[src/rtl/video_pkg.sv]
// video_pkg: 640x480@60 timing constants and pixel colour type shared by
// the timing generator and the colour mappers.
package video_pkg;

   localparam int H_VISIBLE = 640;
   localparam int H_FRONT   = 16;
   localparam int H_SYNC    = 96;
   localparam int H_BACK    = 48;
   localparam int H_TOTAL   = H_VISIBLE + H_FRONT + H_SYNC + H_BACK;

   localparam int V_VISIBLE = 480;
   localparam int V_FRONT   = 10;
   localparam int V_SYNC    = 2;
   localparam int V_BACK    = 33;
   localparam int V_TOTAL   = V_VISIBLE + V_FRONT + V_SYNC + V_BACK;

   typedef struct packed {
      logic [3:0] red;
      logic [3:0] green;
      logic [3:0] blue;
   } rgb444_t;

endpackage

[src/rtl/video_timing_gen.sv]
// video_timing_gen: raster counters driving the colour mappers, plus one
// register stage aligning colour, syncs, vde and frame pulses for the encoder.
module video_timing_gen #(
   parameter int H_VISIBLE = video_pkg::H_VISIBLE,
   parameter int H_FRONT   = video_pkg::H_FRONT,
   parameter int H_SYNC    = video_pkg::H_SYNC,
   parameter int H_BACK    = video_pkg::H_BACK,
   parameter int V_VISIBLE = video_pkg::V_VISIBLE,
   parameter int V_FRONT   = video_pkg::V_FRONT,
   parameter int V_SYNC    = video_pkg::V_SYNC,
   parameter int V_BACK    = video_pkg::V_BACK
) (
   input  logic       pixel_clk,
   input  logic       reset_n,
   input  logic [3:0] Red_in,
   input  logic [3:0] Green_in,
   input  logic [3:0] Blue_in,
   output logic [9:0] DrawX,
   output logic [9:0] DrawY,
   output logic [3:0] Red,
   output logic [3:0] Green,
   output logic [3:0] Blue,
   output logic       hsync,
   output logic       vsync,
   output logic       vde,
   output logic       frame_tick,
   output logic [7:0] frame_count
);

   localparam logic [9:0] H_LAST   = 10'(H_VISIBLE + H_FRONT + H_SYNC + H_BACK - 1);
   localparam logic [9:0] V_LAST   = 10'(V_VISIBLE + V_FRONT + V_SYNC + V_BACK - 1);
   localparam logic [9:0] H_VIS    = 10'(H_VISIBLE);
   localparam logic [9:0] V_VIS    = 10'(V_VISIBLE);
   localparam logic [9:0] HS_FIRST = 10'(H_VISIBLE + H_FRONT);
   localparam logic [9:0] HS_LAST  = 10'(H_VISIBLE + H_FRONT + H_SYNC - 1);
   localparam logic [9:0] VS_FIRST = 10'(V_VISIBLE + V_FRONT);
   localparam logic [9:0] VS_LAST  = 10'(V_VISIBLE + V_FRONT + V_SYNC - 1);

   logic [9:0]         h_q, h_d, v_q, v_d;
   logic [7:0]         frame_count_q, frame_count_d;
   video_pkg::rgb444_t rgb_q, rgb_d;
   logic               hsync_q, hsync_d, vsync_q, vsync_d, vde_q, vde_d;
   logic               frame_tick_q, frame_tick_d;
   logic               h_wrap, frame_end;

   always_comb begin
      h_wrap        = h_q == H_LAST;
      frame_end     = h_wrap && v_q == V_LAST;
      h_d           = h_wrap ? 10'd0 : h_q + 10'd1;
      v_d           = frame_end ? 10'd0 : h_wrap ? v_q + 10'd1 : v_q;
      // Output stage sees the counters before they advance, hence one cycle late.
      vde_d         = h_q < H_VIS && v_q < V_VIS;
      hsync_d       = !(h_q >= HS_FIRST && h_q <= HS_LAST);
      vsync_d       = !(v_q >= VS_FIRST && v_q <= VS_LAST);
      rgb_d         = vde_d ? {Red_in, Green_in, Blue_in} : '0;
      frame_tick_d  = frame_end;
      frame_count_d = frame_count_q + {7'd0, frame_end};
   end

   always_ff @(posedge pixel_clk or negedge reset_n) begin
      if (!reset_n) begin
         h_q           <= '0;
         v_q           <= '0;
         rgb_q         <= '0;
         hsync_q       <= 1'b1;
         vsync_q       <= 1'b1;
         vde_q         <= 1'b0;
         frame_tick_q  <= 1'b0;
         frame_count_q <= '0;
      end else begin
         h_q           <= h_d;
         v_q           <= v_d;
         rgb_q         <= rgb_d;
         hsync_q       <= hsync_d;
         vsync_q       <= vsync_d;
         vde_q         <= vde_d;
         frame_tick_q  <= frame_tick_d;
         frame_count_q <= frame_count_d;
      end
   end

   assign DrawX       = h_q;
   assign DrawY       = v_q;
   assign Red         = rgb_q.red;
   assign Green       = rgb_q.green;
   assign Blue        = rgb_q.blue;
   assign hsync       = hsync_q;
   assign vsync       = vsync_q;
   assign vde         = vde_q;
   assign frame_tick  = frame_tick_q;
   assign frame_count = frame_count_q;

endmodule
[config.mk]
export PLATFORM = sky130hd
export DESIGN_NAME = video_timing_gen
export DESIGN_NICKNAME = d
export VERILOG_FILES = /design/src/rtl/video_pkg.sv /design/src/rtl/video_timing_gen.sv
export SDC_FILE = /design/constraint.sdc
export NUM_CORES = 1
export LEC_CHECK = 0
export ABC_AREA = 1
export ABC_CLOCK_PERIOD_IN_PS = 4900
export CAP_MARGIN = 10
export CORE_ASPECT_RATIO = 1.2
export CORE_MARGIN = 10
export CORE_UTILIZATION = 35
export CTS_CLUSTER_SIZE = 25
export DETAILED_ROUTE_END_ITERATION = 8
export PLACE_DENSITY = 0.69
export SLEW_MARGIN = 0
export SYNTH_ARGS = -nofsm -noshare
export SYNTH_HDL_FRONTEND = slang
export SYNTH_SLANG_ARGS = --single-unit
[constraint.sdc]
create_clock -name pixel_clk -period 4.9 [get_ports pixel_clk]
set_clock_uncertainty 0.15 [all_clocks]
set_input_delay 0.49 -clock pixel_clk [delete_from_list [all_inputs] [get_ports pixel_clk]]
set_output_delay 0.49 -clock pixel_clk [all_outputs]
set_load 0.02 [all_outputs]
# Word level (Yosys, flattened, before mapping)
# Cells that the tools add are included.
# classes
addsub	3
magnitude_cmp	6
n_eq_ne	2
mux	4
n_reduce_logical	7
# ops
operator	n
$mux 10	3
$add 10x1->10 const B	2
$eq 10x10->1 const B	2
$mux 12	1
$ge 10x10->1 const B	1
$ge 10x9->1 const B	1
$le 10x10->1 const B	1
$le 10x9->1 const B	1
$lt 10x10->1 const B	1
$lt 10x9->1 const B	1
$add 8x1->8	1
$logic_and 1x1->1	4
$logic_not 1->1	2
$reduce_bool 2->1	1
# totals
regBits	44
output_inout_bits	44

# Logic depth before layout (Yosys ltp)
# logic_depth
word_depth	3
mapped_depth	13
ltp_nobuf	13

# Least setup slack after synthesis
# Ideal clock, no wire load.
# synth_timing
path_kind	register to register
startpoint	reg h_q[1] (netlist: DrawX[1])
endpoint	reg frame_count_q[6] (netlist: frame_count[6])
setup_ns	0.080
t_arrival_ns	2.049
path_slack_ns	2.621
path_stages_with_launch	13
n_path_buf	0
synth_period_minus_slack_ns	2.279
cell_sequence	dfrtp_1 ha_1 nand2_2 nor2_8 inv_1 nor2_4 nand2_1 inv_1 ha_1 ha_1 nand3_1 nor3_1 xor2_1
# synth_between
elab_chain_len	3
# synth_lines
element	line_no	text
start, declared	video_timing_gen.sv:39	logic [9:0] h_q, h_d, v_q, v_d;
start signal, assigned	video_timing_gen.sv:62	h_q <= '0;
start signal, assigned	video_timing_gen.sv:71	h_q <= h_d;
$eq 10x10->1	video_timing_gen.sv:47	h_wrap = h_q == H_LAST;
$logic_and 1x1->1	video_timing_gen.sv:48	frame_end = h_wrap && v_q == V_LAST;
named net frame_end	video_timing_gen.sv:44	logic h_wrap, frame_end;
$add 8x1->8	video_timing_gen.sv:57	frame_count_d = frame_count_q + {7'd0, frame_end};
named net frame_count_d[6]	video_timing_gen.sv:40	logic [7:0] frame_count_q, frame_count_d;
end signal, assigned	video_timing_gen.sv:78	frame_count_q <= frame_count_d;
end, declared	video_timing_gen.sv:40	
# The timed path passes the listed nets, and every way through them passes these cells.
# A chain may end at the register's enable or synchronous reset.

# Final worst setup path
# layout_timing
startpoint	reg h_q[0] (netlist: DrawX[0])
endpoint	reg frame_count_q[6] (netlist: frame_count[6])
# The elaborated chain is that of the path after synthesis.

==> run metrics <==
max-cap viol count=0; Placer Congestion=around 0.78; Root Buffer=clkbuf_8; peak supply drop=108 uV; routed length per placed instance=12.3 um; post-synth design cell area=~2100 um2; top post-synthesis cells by area=dfrtp_1, inv_1, nand2_1; Routed Antenna Nets=0; Post-Route M1 WL=1930 um; IO Count=58; total power=643 uW; Max Freq=435 MHz; CP required=roughly 5 ns; Clock Power Share=0.367; commonest cells after routing, fill and taps aside=clkdlybuf4s50_1, dfrtp_1, inv_1, nand2_1, nor2_1; htree depth=2; post-layout minimum cycle time=2.30 ns; vias in the first global route=1695; initial antenna violation count=0; cts-stage hold buffer count=0; commonest non-fill, non-tap cell in the layout=clkdlybuf4s50_1; dpl cell area=2760 um2; Yosys top cell area share=0.499; status=finished, final reports clean; critical path type=flop to flop; Filler cells=531; CTS sink count=44; grt ovf=0; design area=2850 um2; Leakage=1.41 nW; area leader, netlist=dfrtp_1; initial core utilization=0.367; Setup crit end kind=flop; Seq/Total Area, Yosys=0.524; Vias=about 1700; worst r2r src=DrawX[0]$_DFF_PN0_; pin count of the biggest net entering global routing=45; RSZ-0062 raised after global routing=false; Final Core Density=0.496; clk_lat worst skew=0.30 ns; area growth from synthesis to layout=35.2%; Comb pwr share=0.059; layout cells sized above 1=0.0940; Hold WC Path Type=primary input to async pin; first-pass GRT wire length=7940 um; GRT Util Overall=0.0995; Routed Wire Length=4670 um; Worst slew margin=0.344; Netlist cell types=27; initial DRC count=72; CTS Buffer Depth=2; PD cells=226 nW/um2; die area=9530 um2; CTS tree=done; final routed DRC violation total=0; FF-to-FF End=frame_count[6]$_DFF_PN0_; Clock transition at path regs=about 0.080 ns; Sw Share=0.224; worst slew pin tran=0.983 ns; Max Slew Vio Count=0; CP max FO=6; Vias/cell=about 4.4; Tcrit/Tclk final=0.469; area of the multi-input gates=around 830 um2; synth warn=0; Inserted Clock Buffers=5; post-detail-place hpwl=3530 um; post-CTS setup buffer count=0; # port buffers=57; CTS resizes=0; core area=5740 um2; Seq cells post-synth=44; Setup violations, final=0; NetSw=144 uW; met3 WL=331 um; met2 wire length=between 2000 and 2500 um; Cells after Synth=235; FP Rows=30; mean post-synth cell area=8.96 um2; sequential power share=0.574; Seq. cell area=1100 um2; diode count=0; syn nets=255; Initial DRT Pass Iterations=4; DR top layer=met4; crit path launch type=flop; worst path arrival time=2.38 ns; Layout Nets=317; final hold vios=0; accumulated negative setup slack=0 ns; Die W=slightly above 90 um; worst r2r path cells=12; R2R Setup Slk=2.60 ns; Die Span Y=between 100 and 150 um; Internal=~500 uW
[critical path: stages (launching register included)]
cell     delay, ns
dfrtp_1       0.39
ha_1          0.21
nand2_2       0.10
nor2_8        0.14
inv_1         0.09
nor2_4        0.17
nand2_1       0.09
inv_1         0.07
ha_1          0.17
ha_1          0.18
nand3_1       0.11
nor3_1        0.19
xor2_1        0.16
[worst max path at each step]
stage | from | end | depth (start not counted)
after floorplan | DrawX[1]$_DFF_PN0_ | frame_count[6]$_DFF_PN0_ | 12
after global placement | DrawX[0]$_DFF_PN0_ | frame_count[6]$_DFF_PN0_ | 12
after detailed placement | DrawX[0]$_DFF_PN0_ | frame_count[6]$_DFF_PN0_ | 12
after CTS | DrawX[0]$_DFF_PN0_ | frame_count[6]$_DFF_PN0_ | 12
after global routing | DrawX[1]$_DFF_PN0_ | frame_count[6]$_DFF_PN0_ | 12
final | DrawX[0]$_DFF_PN0_ | frame_count[6]$_DFF_PN0_ | 12
[cell families (layout without fill, tap and decap cells)]
kind of cell / count (synthesis) / in the layout / share of synthesized area
AO/OA/AOI/OAI: 12 / 12 / 0.0315
XOR/XNOR: 12 / 12 / 0.0499
adder cells (fa/ha/maj): 6 / 6 / 0.0356
buffers and inverters: 44 / 107 / 0.0826
flip-flops: 44 / 44 / 0.524
AND/OR/NAND/NOR: 117 / 117 / 0.276
[cell usage after synthesis (all sizes together)]
library cell	number
dfrtp	42
nor2	42
nand2	43
o21bai	1
nand4	5
ha	6
buf	2
nor3	6
inv	42
nand3	18
xnor2	1
o2111ai	1
dfstp	2
a21oi	4
o21ai	6
nand3b	3
xor2	11
[power by group through the flow]
stage,logic [mW],registers (mW),clock network (mW)
floorplan,0.00390,0.383,0
global placement,0.0389,0.376,0
detailed placement,0.0392,0.376,0
CTS,0.0393,0.369,0.247
global route,0.0419,0.370,0.260
finish,0.0379,0.369,0.236
[final cells by class]
type / count / area share
Tap cell: 80 / 0.0351
Multi-Input combinational cell: 147 / 0.291
Clock buffer: 6 / 0.0290
Timing Repair Buffer: 57 / 0.199
Sequential cell: 44 / 0.388
Inverter: 42 / 0.0554
Clock inverter: 2 / 0.00351
[sequential cells by signal, summed over array words and instances (netlist names)]
signal / cells
Blue: 4
DrawX: 10
DrawY: 10
Green: 4
Red: 4
frame_count: 8
frame_tick: 1
hsync: 1
vde: 1
vsync: 1
[routing by layer]
layer | GRT usage | vias to the layer above
li1 | - | 845
met1 | 0.110 | 787
met2 | 0.170 | 41
met3 | 0.0444 | 7
met4 | 0.0269 | 0
met5 | 0 | -
[stage by stage]
stage          setup WS [ns]  hold slack (ns)  std cells
6_report                2.60            0.197        378
5_1_grt                 2.36            0.268        378
4_1_cts                 2.57            0.242        378
3_5_place_dp            2.59            0.317        370
3_3_place_gp            2.67            0.311        370
2_1_floorplan           2.62           0.0444        235
Note: power is estimated with default switching activity, not from simulation.
